===== src/rtl/gpio_pkg.sv =====
// rtl/gpio_pkg.sv - shared register map and I/O address field positions for the GPIO bank
package gpio_pkg;

  typedef enum logic [2:0] {
    REG_OUT   = 3'd0,
    REG_DIR   = 3'd1,
    REG_IN    = 3'd2,
    REG_RISE  = 3'd3,
    REG_FALL  = 3'd4,
    REG_IEN   = 3'd5,
    REG_ISTAT = 3'd6,
    REG_RSVD  = 3'd7
  } reg_idx_t;

  // io_address is numbered [0:15] with bit 0 as the MSB
  localparam int ADDR_CHAN_FIRST = 10;
  localparam int ADDR_CHAN_LAST  = 12;
  localparam int ADDR_REG_FIRST  = 13;
  localparam int ADDR_REG_LAST   = 15;

  localparam logic [1:0] ARM_CYCLES = 2'd3;

endpackage


===== src/rtl/gpio_if.sv =====
// rtl/gpio_if.sv - CPU I/O strobe bus into the GPIO bank
interface gpio_if;

  logic        io_read_enable;
  logic        io_write_enable;
  logic [0:15] io_address;
  logic [0:15] io_write_data;
  logic [0:15] io_read_data;

  modport master (
    output io_read_enable, io_write_enable, io_address, io_write_data,
    input  io_read_data
  );

  modport slave (
    input  io_read_enable, io_write_enable, io_address, io_write_data,
    output io_read_data
  );

endinterface


===== src/rtl/gpio_channel.sv =====
// rtl/gpio_channel.sv - one GPIO channel: OUT/DIR/IEN registers, input synchronizer,
// edge capture with write-one-to-clear status
module gpio_channel
  import gpio_pkg::*;
#(
  parameter int WIDTH = 8
) (
  input  logic             clk,
  input  logic             resetq,
  input  logic             armed,
  input  logic             wr_en,
  input  reg_idx_t         reg_idx,
  input  logic [WIDTH-1:0] wdata,
  input  logic [WIDTH-1:0] pin_in,
  output logic [WIDTH-1:0] pin_out,
  output logic [WIDTH-1:0] pin_oe,
  output logic [WIDTH-1:0] rdata,
  output logic             istat_any
);

  logic [WIDTH-1:0] out_q, dir_q, ien_q;
  logic [WIDTH-1:0] sync_q, in_q, prev_q;
  logic [WIDTH-1:0] rise_q, fall_q;
  logic [WIDTH-1:0] rise_set, fall_set, rise_clr, fall_clr, istat;

  always_comb begin
    rise_set = armed ? (in_q & ~prev_q) : '0;
    fall_set = armed ? (~in_q & prev_q) : '0;
    rise_clr = (wr_en && reg_idx == REG_RISE) ? wdata : '0;
    fall_clr = (wr_en && reg_idx == REG_FALL) ? wdata : '0;
  end

  assign istat     = (rise_q | fall_q) & ien_q;
  assign istat_any = |istat;
  assign pin_out   = out_q;
  assign pin_oe    = dir_q;

  always_ff @(posedge clk or posedge resetq) begin
    if (resetq) begin
      out_q  <= '0;
      dir_q  <= '0;
      ien_q  <= '0;
      sync_q <= '0;
      in_q   <= '0;
      prev_q <= '0;
      rise_q <= '0;
      fall_q <= '0;
    end else begin
      sync_q <= pin_in;
      in_q   <= sync_q;
      prev_q <= in_q;
      if (wr_en && reg_idx == REG_OUT) out_q <= wdata;
      if (wr_en && reg_idx == REG_DIR) dir_q <= wdata;
      if (wr_en && reg_idx == REG_IEN) ien_q <= wdata;
      // a fresh edge on the same cycle as its clear keeps the bit set
      rise_q <= (rise_q & ~rise_clr) | rise_set;
      fall_q <= (fall_q & ~fall_clr) | fall_set;
    end
  end

  always_comb begin
    case (reg_idx)
      REG_OUT:   rdata = out_q;
      REG_DIR:   rdata = dir_q;
      REG_IN:    rdata = in_q;
      REG_RISE:  rdata = rise_q;
      REG_FALL:  rdata = fall_q;
      REG_IEN:   rdata = ien_q;
      REG_ISTAT: rdata = istat;
      default:   rdata = '0;
    endcase
  end

endmodule


===== src/rtl/gpio_bank.sv =====
// rtl/gpio_bank.sv - bank of CHANNELS GPIO channels behind a one-hot selected CPU I/O port
// with a shared level interrupt; pad tristates live outside this block
module gpio_bank
  import gpio_pkg::*;
#(
  parameter int CHANNELS = 3,
  parameter int WIDTH    = 8,
  parameter int SEL_BIT  = 0
) (
  input  logic                      clk,
  input  logic                      resetq,
  gpio_if.slave                     bus,
  input  logic [CHANNELS*WIDTH-1:0] pin_in,
  output logic [CHANNELS*WIDTH-1:0] pin_out,
  output logic [CHANNELS*WIDTH-1:0] pin_oe,
  output logic                      irq
);

  logic                sel;
  logic [2:0]          chan;
  reg_idx_t            reg_idx;
  logic                chan_ok;
  logic [WIDTH-1:0]    wdata;
  logic [1:0]          arm_cnt;
  logic                armed;
  logic [WIDTH-1:0]    ch_rdata [CHANNELS];
  logic [CHANNELS-1:0] ch_istat;
  logic [WIDTH-1:0]    rsel;
  logic                unused_bus_bits;

  assign sel     = bus.io_address[SEL_BIT];
  assign chan    = bus.io_address[ADDR_CHAN_FIRST:ADDR_CHAN_LAST];
  assign reg_idx = reg_idx_t'(bus.io_address[ADDR_REG_FIRST:ADDR_REG_LAST]);
  assign chan_ok = sel && (int'(chan) < CHANNELS);
  assign wdata   = bus.io_write_data[16-WIDTH:15];
  assign armed   = (arm_cnt == ARM_CYCLES);

  assign unused_bus_bits = ^{bus.io_address, bus.io_write_data};

  for (genvar c = 0; c < CHANNELS; c++) begin : g_ch
    gpio_channel #(
      .WIDTH(WIDTH)
    ) u_ch (
      .clk      (clk),
      .resetq   (resetq),
      .armed    (armed),
      .wr_en    (bus.io_write_enable && chan_ok && chan == 3'(c)),
      .reg_idx  (reg_idx),
      .wdata    (wdata),
      .pin_in   (pin_in[c*WIDTH +: WIDTH]),
      .pin_out  (pin_out[c*WIDTH +: WIDTH]),
      .pin_oe   (pin_oe[c*WIDTH +: WIDTH]),
      .rdata    (ch_rdata[c]),
      .istat_any(ch_istat[c])
    );
  end

  always_comb begin
    rsel = '0;
    for (int c = 0; c < CHANNELS; c++) begin
      if (chan == 3'(c)) rsel = ch_rdata[c];
    end
  end

  // Edge capture stays off until the synchronizer and prev stages hold real pad data
  always_ff @(posedge clk or posedge resetq) begin
    if (resetq) begin
      arm_cnt          <= 2'd0;
      irq              <= 1'b0;
      bus.io_read_data <= '0;
    end else begin
      if (!armed) arm_cnt <= arm_cnt + 2'd1;
      irq <= |ch_istat;
      if (bus.io_read_enable) bus.io_read_data <= chan_ok ? 16'(rsel) : 16'h0000;
    end
  end

endmodule


===== src/flat_wrapper.sv =====
// flat-port wrapper written by rule: the top's interface ports become plain ports
module gpio_bank_flat import gpio_pkg::*;
#(
  parameter int CHANNELS = 3,
  parameter int WIDTH    = 8,
  parameter int SEL_BIT  = 0
)
  (clk, resetq, pin_in, pin_out, pin_oe, irq, bus_io_read_enable, bus_io_write_enable, bus_io_address, bus_io_write_data, bus_io_read_data);
  gpio_if bus_i ();
  input  logic clk;
  input  logic resetq;
  input  logic [CHANNELS*WIDTH-1:0] pin_in;
  output logic [CHANNELS*WIDTH-1:0] pin_out;
  output logic [CHANNELS*WIDTH-1:0] pin_oe;
  output logic irq;
  input wire logic [$bits(bus_i.io_read_enable)-1:0] bus_io_read_enable;
  input wire logic [$bits(bus_i.io_write_enable)-1:0] bus_io_write_enable;
  input wire logic [$bits(bus_i.io_address)-1:0] bus_io_address;
  input wire logic [$bits(bus_i.io_write_data)-1:0] bus_io_write_data;
  output wire logic [$bits(bus_i.io_read_data)-1:0] bus_io_read_data;
  assign bus_i.io_read_enable = bus_io_read_enable;
  assign bus_i.io_write_enable = bus_io_write_enable;
  assign bus_i.io_address = bus_io_address;
  assign bus_i.io_write_data = bus_io_write_data;
  assign bus_io_read_data = bus_i.io_read_data;
  gpio_bank #(.CHANNELS(CHANNELS), .WIDTH(WIDTH), .SEL_BIT(SEL_BIT)) u_core (.clk(clk), .resetq(resetq), .bus(bus_i), .pin_in(pin_in), .pin_out(pin_out), .pin_oe(pin_oe), .irq(irq));
endmodule

===== config.mk =====
export PLATFORM = sky130hd
export DESIGN_NAME = gpio_bank_flat
export DESIGN_NICKNAME = d
export VERILOG_FILES = /design/src/rtl/gpio_pkg.sv /design/src/rtl/gpio_if.sv /design/src/rtl/gpio_channel.sv /design/src/rtl/gpio_bank.sv /design/src/flat_wrapper.sv
export SDC_FILE = /design/constraint.sdc
export NUM_CORES = 1
export LEC_CHECK = 0
export BUFFER_PORTS_ARGS = -buffer_cell sky130_fd_sc_hd__buf_4
export CELL_PAD_IN_SITES_DETAIL_PLACEMENT = 0
export CELL_PAD_IN_SITES_GLOBAL_PLACEMENT = 1
export CORE_UTILIZATION = 50
export CTS_CLUSTER_SIZE = 40
export DETAILED_ROUTE_END_ITERATION = 7
export HOLD_SLACK_MARGIN = 0.15
export MAX_ROUTING_LAYER = met4
export PLACE_DENSITY = 0.92
export SYNTH_ARGS = -nofsm -noshare
export SYNTH_HDL_FRONTEND = slang
export SYNTH_HIERARCHICAL = 1
export SYNTH_SLANG_ARGS = --single-unit
export TNS_END_PERCENT = 100

===== constraint.sdc =====
create_clock -name clk -period 3.85 [get_ports clk]
set_clock_uncertainty 0.05 [all_clocks]
set_input_delay 0.5775 -clock clk [delete_from_list [all_inputs] [get_ports clk]]
set_output_delay 0.5775 -clock clk [all_outputs]
set_load 0.005 [all_outputs]

**Yosys cells after proc, flatten, opt, wreduce, memory -nomap -nowiden**

Index checks and enable logic that the tools add are counted.

- $add $sub $neg: 1
- Magnitude comparators: 1
- Equality and inequality tests: 9
- Multiplexer cells: 19
- Bitwise logic cells: 36
- Reductions and logical operators: 23

Operator list:

| cell | number |
|---|---|
| 8-bit case mux with 7 select lines | 3 |
| 8-bit 2-to-1 mux | 16 |
| 8-bit AND | 15 |
| 8-bit inverter | 12 |
| 8-bit OR | 9 |
| 24-bit OR reduction | 1 |
| 1-bit logical AND | 20 |
| 3-bit by 2-bit equality test with 1-bit output, second input constant | 3 |
| 3-bit equality test, second input constant | 3 |
| 3-bit by 1-bit equality test with 1-bit output, second input constant | 2 |
| 3-bit logical NOT | 2 |
| 3-bit by 2-bit less-than comparator with 1-bit output, second input constant | 1 |
| 2-bit by 1-bit adder with 2-bit output, second input constant | 1 |
| 2-bit equality test, second input constant | 1 |

- Bits in registers: 211

**Longest topological paths before layout**

- Depth after elaboration: 9
- Mapped depth: 9
- Depth with buffers taken out: 7

**Modules after synthesis**

Netlist, hierarchy kept.

By module, submodules not included:

| module | times used | cells each | area an instance (µm²) | sequential area each (µm²) |
|---|---|---|---|---|
| gpio_channel | 3 | 234 | 2808.9 | 1601.5 |
| gpio_bank | 1 | 78 | 777.0 | 275.3 |

**Least setup slack after synthesis**

No wires, ideal clock.

- Path type: input to register
- Start: input bus_io_address[5]
- End: register u_core.g_ch[1].u_ch.dir_q[0]
- Library setup time: 0.125 ns
- Arrival: 2.278 ns
- Setup slack: 1.397 ns
- Stages on the path: 7
- Buffers on the path: 1
- Cell sequence: buf_2 nor2b_4 nand2_1 nor3b_1 nand2b_4 nor3b_4 mux2_2

- Word-level cells in the longest chain between the ends: 5
- Elaborated cells on any way between the ends: 6
- Classes of those cells: 1 x order compare; 1 x eq/ne; 4 x reduce/logical

Ends and longest elaborated chain:

| element | line | source |
|---|---|---|
| start: declaration | flat_wrapper.sv:18 | `input wire logic [$bits(bus_i.io_address)-1:0] bus_io_address;` |
| 3-bit by 2-bit less-than comparator with 1-bit output | gpio_bank.sv:34 | `assign chan_ok = sel && (int'(chan) < CHANNELS);` |
| 1-bit logical AND | gpio_bank.sv:34 |  |
| 1-bit logical AND | gpio_bank.sv:47 | `.wr_en (bus.io_write_enable && chan_ok && chan == 3'(c)),` |
| 1-bit logical AND (*) | gpio_bank.sv:47 |  |
| 1-bit logical AND (*) | gpio_channel.sv:53 | `if (wr_en && reg_idx == REG_DIR) dir_q <= wdata;` |
| end signal: assignment | gpio_channel.sv:53 |  |
| end: declaration | gpio_channel.sv:21 | `logic [WIDTH-1:0] out_q, dir_q, ien_q;` |

Mark *: on every way between the ends. The rest lies on a longest branch, timed or not.
A chain may end at the register's enable or synchronous reset.

==> results.md <==
Floorplan:
- The row count is 49.
- The floorplan step defined a die boundary enclosing 19000 µm².
- The region available for standard cell placement spans 18000 µm².
- The initial core utilization is 51.1%.
- The number of top-level pins is 125.
- The overall die height is 138 µm.
- Measured along the x axis, the die boundary spans 138 µm.

Place:
- The count of buffers added on input and output ports is 99.
- The detailed placer's ending HPWL is 15.4 mm.
- Routability-driven placement finished with a final weighted congestion of 0.834.

GRT:
- The first global-routing pass estimated 37.5 mm of wire.
- The initial antenna violation count is 0.
- Global routing consumed, over all layers together, 27.1% of the routing resources.
- The largest net degree at the start of global routing is 79.
- The overflow left after global routing is 0.
- The via count of the first global-routing pass was 6682.

Route:
- The first detailed-routing pass took 8 iterations.
- The detailed-route wire length is 24.0 mm.
- In the final routed layout, each cell accounts on average for 21.0 µm.
- Once detail routing completed, the nets flagged for antenna violations numbered 0.
- Dividing the detail-routed via count by the number of cells gives 6.03.
- The violation count after the first detailed-routing iteration is 521.
- The routed layout has 6891 vias.
- The number of design rule violations left after detail routing is 0.

Timing:
- Dividing the final minimum period by the clock period gives 62.7%.
- The count of endpoints failing hold in the final timing report is 0.
- Summed over all failing endpoints, the final setup total negative slack is 0 ns.
- Derived from the worst setup path, the maximum achievable clock frequency is 414 MHz.
- At the pin with the least slew margin, the transition time is 0.968 ns.
- On the final layout, the worst hold slack is 0.293 ns.
- Setup repair after global routing left no endpoint under its margin.
- The worst path needs 2.41 ns of the cycle, external delays included.
- The count of pins over their slew limit was 0.
- Headroom to the max-slew limit came out at 35.4%.
- Setup violations remaining at the end of the flow were counted as 0.

Layout:
- Cells with a size suffix above 1 make up 30.4% of the layout.
- The total number of nets in the final design is 961.
- Compared with the post-synthesis result, the final layout area differs by 20.3%.
- The count of inserted antenna diode cells is 0.
- In the layout the commonest cells are sky130_fd_sc_hd__dfrtp_1, sky130_fd_sc_hd__nand2_1, sky130_fd_sc_hd__buf_4.
- The library cell used most frequently in the layout, excluding fill and tap cells, is sky130_fd_sc_hd__dfrtp_1.

Clock network:
- Clock-pin slew was measured on the worst setup and hold paths at 0.06 ns.
- Post-CTS timing repair inserted 0 buffers for setup.
- The later-pin clock latency in the skew report is 0.50 ns.
- The TritonCTS clock tree is yes.
- No sink is reached through more buffers than the 3 on the longest clock path.
- The count of hold buffers inserted by post-cts repair is 25.
- In this run, CTS created clock tree buffers numbering 22.
- The number of levels in the clock H-tree is 1.
- After clock tree synthesis, the repair step resized 0 gates.
- The clock root buffer is sky130_fd_sc_hd__clkbuf_16.
- The number of sinks driven by the clock tree is 203.

Yosys:
- Counting flops and latches in the post-synthesis netlist gives 203.
- Among all flip-flop cells after synthesis, the most frequent one is sky130_fd_sc_hd__dfrtp_1.
- After synthesis the cells add up to 9200 µm².
- Each instance of the synthesized netlist takes up on average 11.8 µm².
- The unique cell type count in the Yosys netlist is 47.
- Summed over its instances, the top area cell type makes up 55.2% of the synthesized netlist area.
- The Yosys step of the flow raised 6 warnings.
- The number of flops mapped to enable cells by yosys is 0.
- The proportion of synthesized flip-flops having asynchronous set or reset is 100%.
- Synthesis produced a netlist whose cell count is 780.
- By area the synthesized netlist is led by sky130_fd_sc_hd__dfrtp_1, sky130_fd_sc_hd__mux2_2, sky130_fd_sc_hd__nand2_1, sky130_fd_sc_hd__a221oi_1, sky130_fd_sc_hd__o21ai_0.
- Of the synthesized area, sequential elements account for 55.2%.
- sky130_fd_sc_hd__dfrtp_1 takes more of the synthesized area than any other cell.

Power and ir drop:
- The worst vdd rail ir drop is 0.395 mV.
- Dividing total power by cell area gives a power density of 460 nW/µm².
- The leakage power is 5.01 nW.
- The design draws 5.09 mW.

Setup path:
- The largest fanout on the critical path is 78.
- For the worst setup path, the data required time is 4.19 ns.
- At the worst endpoint, the arrival time is 2.75 ns.
- The worst setup path is of the in -> reg kind.
- STA classifies the critical path startpoint as an input pin.
- The kind of capture point of the worst setup path is a flop.
- The number of cells on the worst reg-to-reg path is 6.

Run:
- Across the run, the number of max-cap violations was 0.

Hold path:
- The hold-critical path depth is 0.
- The worst hold path class is reg -> reg.

Status:
- The run finished with clean final reports.
## power by group
group	leakage (nW)	internal, mW	switching (mW)	total [mW]
combinational	2.27	0.271	0.284	0.555
clock	0.366	1.37	0.831	2.20
sequential	2.38	2.24	0.0929	2.34
## Yosys cell counts (all sizes together) (7+ instances only)
library cell,count
inv,18
clkbuf,10
buf,33
mux2i,11
dfrtp,203
nand2,125
o22ai,23
mux2,106
nor2,27
nor2b,7
nand2b,7
nand3,7
a21oi,12
nand4,9
a221oi,33
o2bb2ai,24
o22a,8
a32oi,15
o21ai,57
## worst max-delay path, stage by stage
cell,delay [ns]
sky130_fd_sc_hd__buf_4,0.67
sky130_fd_sc_hd__buf_4,0.36
sky130_fd_sc_hd__mux2_2,0.36
sky130_fd_sc_hd__a221oi_1,0.27
sky130_fd_sc_hd__o22ai_1,0.14
sky130_fd_sc_hd__nor2_1,0.13
sky130_fd_sc_hd__o22a_1,0.16
sky130_fd_sc_hd__o22ai_2,0.05
## cell type report
class	instances	area, µm²
clock buffers	33	653
clock inverters	5	103
fillers	1475	6950
inverters	21	78.8
multi-input cells	520	3820
flip-flops and latches	203	5080
well taps	229	287
repair buffers	132	1050
## worst paths after layout
kind                                                         start                                        to  slack, ns
setup / recovery                                 bus_io_address[0]   u_core/bus.io_read_data[15]$_DFFE_PP0P_       1.44
hold / removal             u_core/g_ch[1].u_ch/sync_q[1]$_DFF_PP0_     u_core/g_ch[1].u_ch/in_q[1]$_DFF_PP0_       0.29
setup reg to reg           u_core/g_ch[0].u_ch/rise_q[3]$_DFF_PP0_   u_core/bus.io_read_data[12]$_DFFE_PP0P_       1.96
hold reg to reg            u_core/g_ch[1].u_ch/sync_q[1]$_DFF_PP0_     u_core/g_ch[1].u_ch/in_q[1]$_DFF_PP0_       0.29
max in group asynchronous                                   resetq  u_core/g_ch[1].u_ch/ien_q[1]$_DFFE_PP0P_       2.08
min in group asynchronous                                   resetq    u_core/bus.io_read_data[8]$_DFFE_PP0P_       0.65
## routing by layer
layer / up-vias / part of all wire [%] / track usage [%]
li1: 3098 / - / -
met1: 3477 / 43 / 37.4
met2: 276 / 48 / 42.6
met3: 40 / 6.1 / 2.94
met4: 0 / 2.0 / 7.75
met5: - / 0 / -
## state kept, by name, indices dropped and copies added (netlist names)
signal and flops:
u_core/g_ch.u_ch/fall_q 24, u_core/g_ch.u_ch/ien_q 24, u_core/g_ch.u_ch/in_q 24, u_core/g_ch.u_ch/pin_oe 24, u_core/g_ch.u_ch/pin_out 24, u_core/g_ch.u_ch/prev_q 24, u_core/g_ch.u_ch/rise_q 24, u_core/g_ch.u_ch/sync_q 24
u_core/bus.io_read_data 8, u_core/arm_cnt 2, u_core/irq 1
## logic make-up (layout without fill, tap and decap cells)
family | count (synthesis) | after routing | synth area share [%]
AO/OA/AOI/OAI | 187 | 187 | 14.8
XOR/XNOR | 1 | 1 | 0.0952
adder cells (fa/ha/maj) | 1 | 1 | 0.136
buffers and inverters | 64 | 191 | 3.59
flip-flops | 203 | 203 | 55.2
multiplexers | 120 | 120 | 14.9
other | 1 | 8 | 0.0407
AND/OR/NAND/NOR | 203 | 203 | 11.2
## through the flow
step | util, % | std cells | worst slack [ns] | instance area [µm²]
2_1_floorplan | - | 787 | 1.40 | 9230
3_3_place_gp | 55.9 | 1080 | 0.993 | 10100
3_5_place_dp | 55.9 | 1080 | 0.955 | 10100
4_1_cts | 61.4 | 1143 | 1.48 | 11100
5_1_grt | 61.4 | 1143 | 1.32 | 11100
6_report | 61.4 | 1143 | 1.44 | 11100
(Power assumes the default switching activity.)
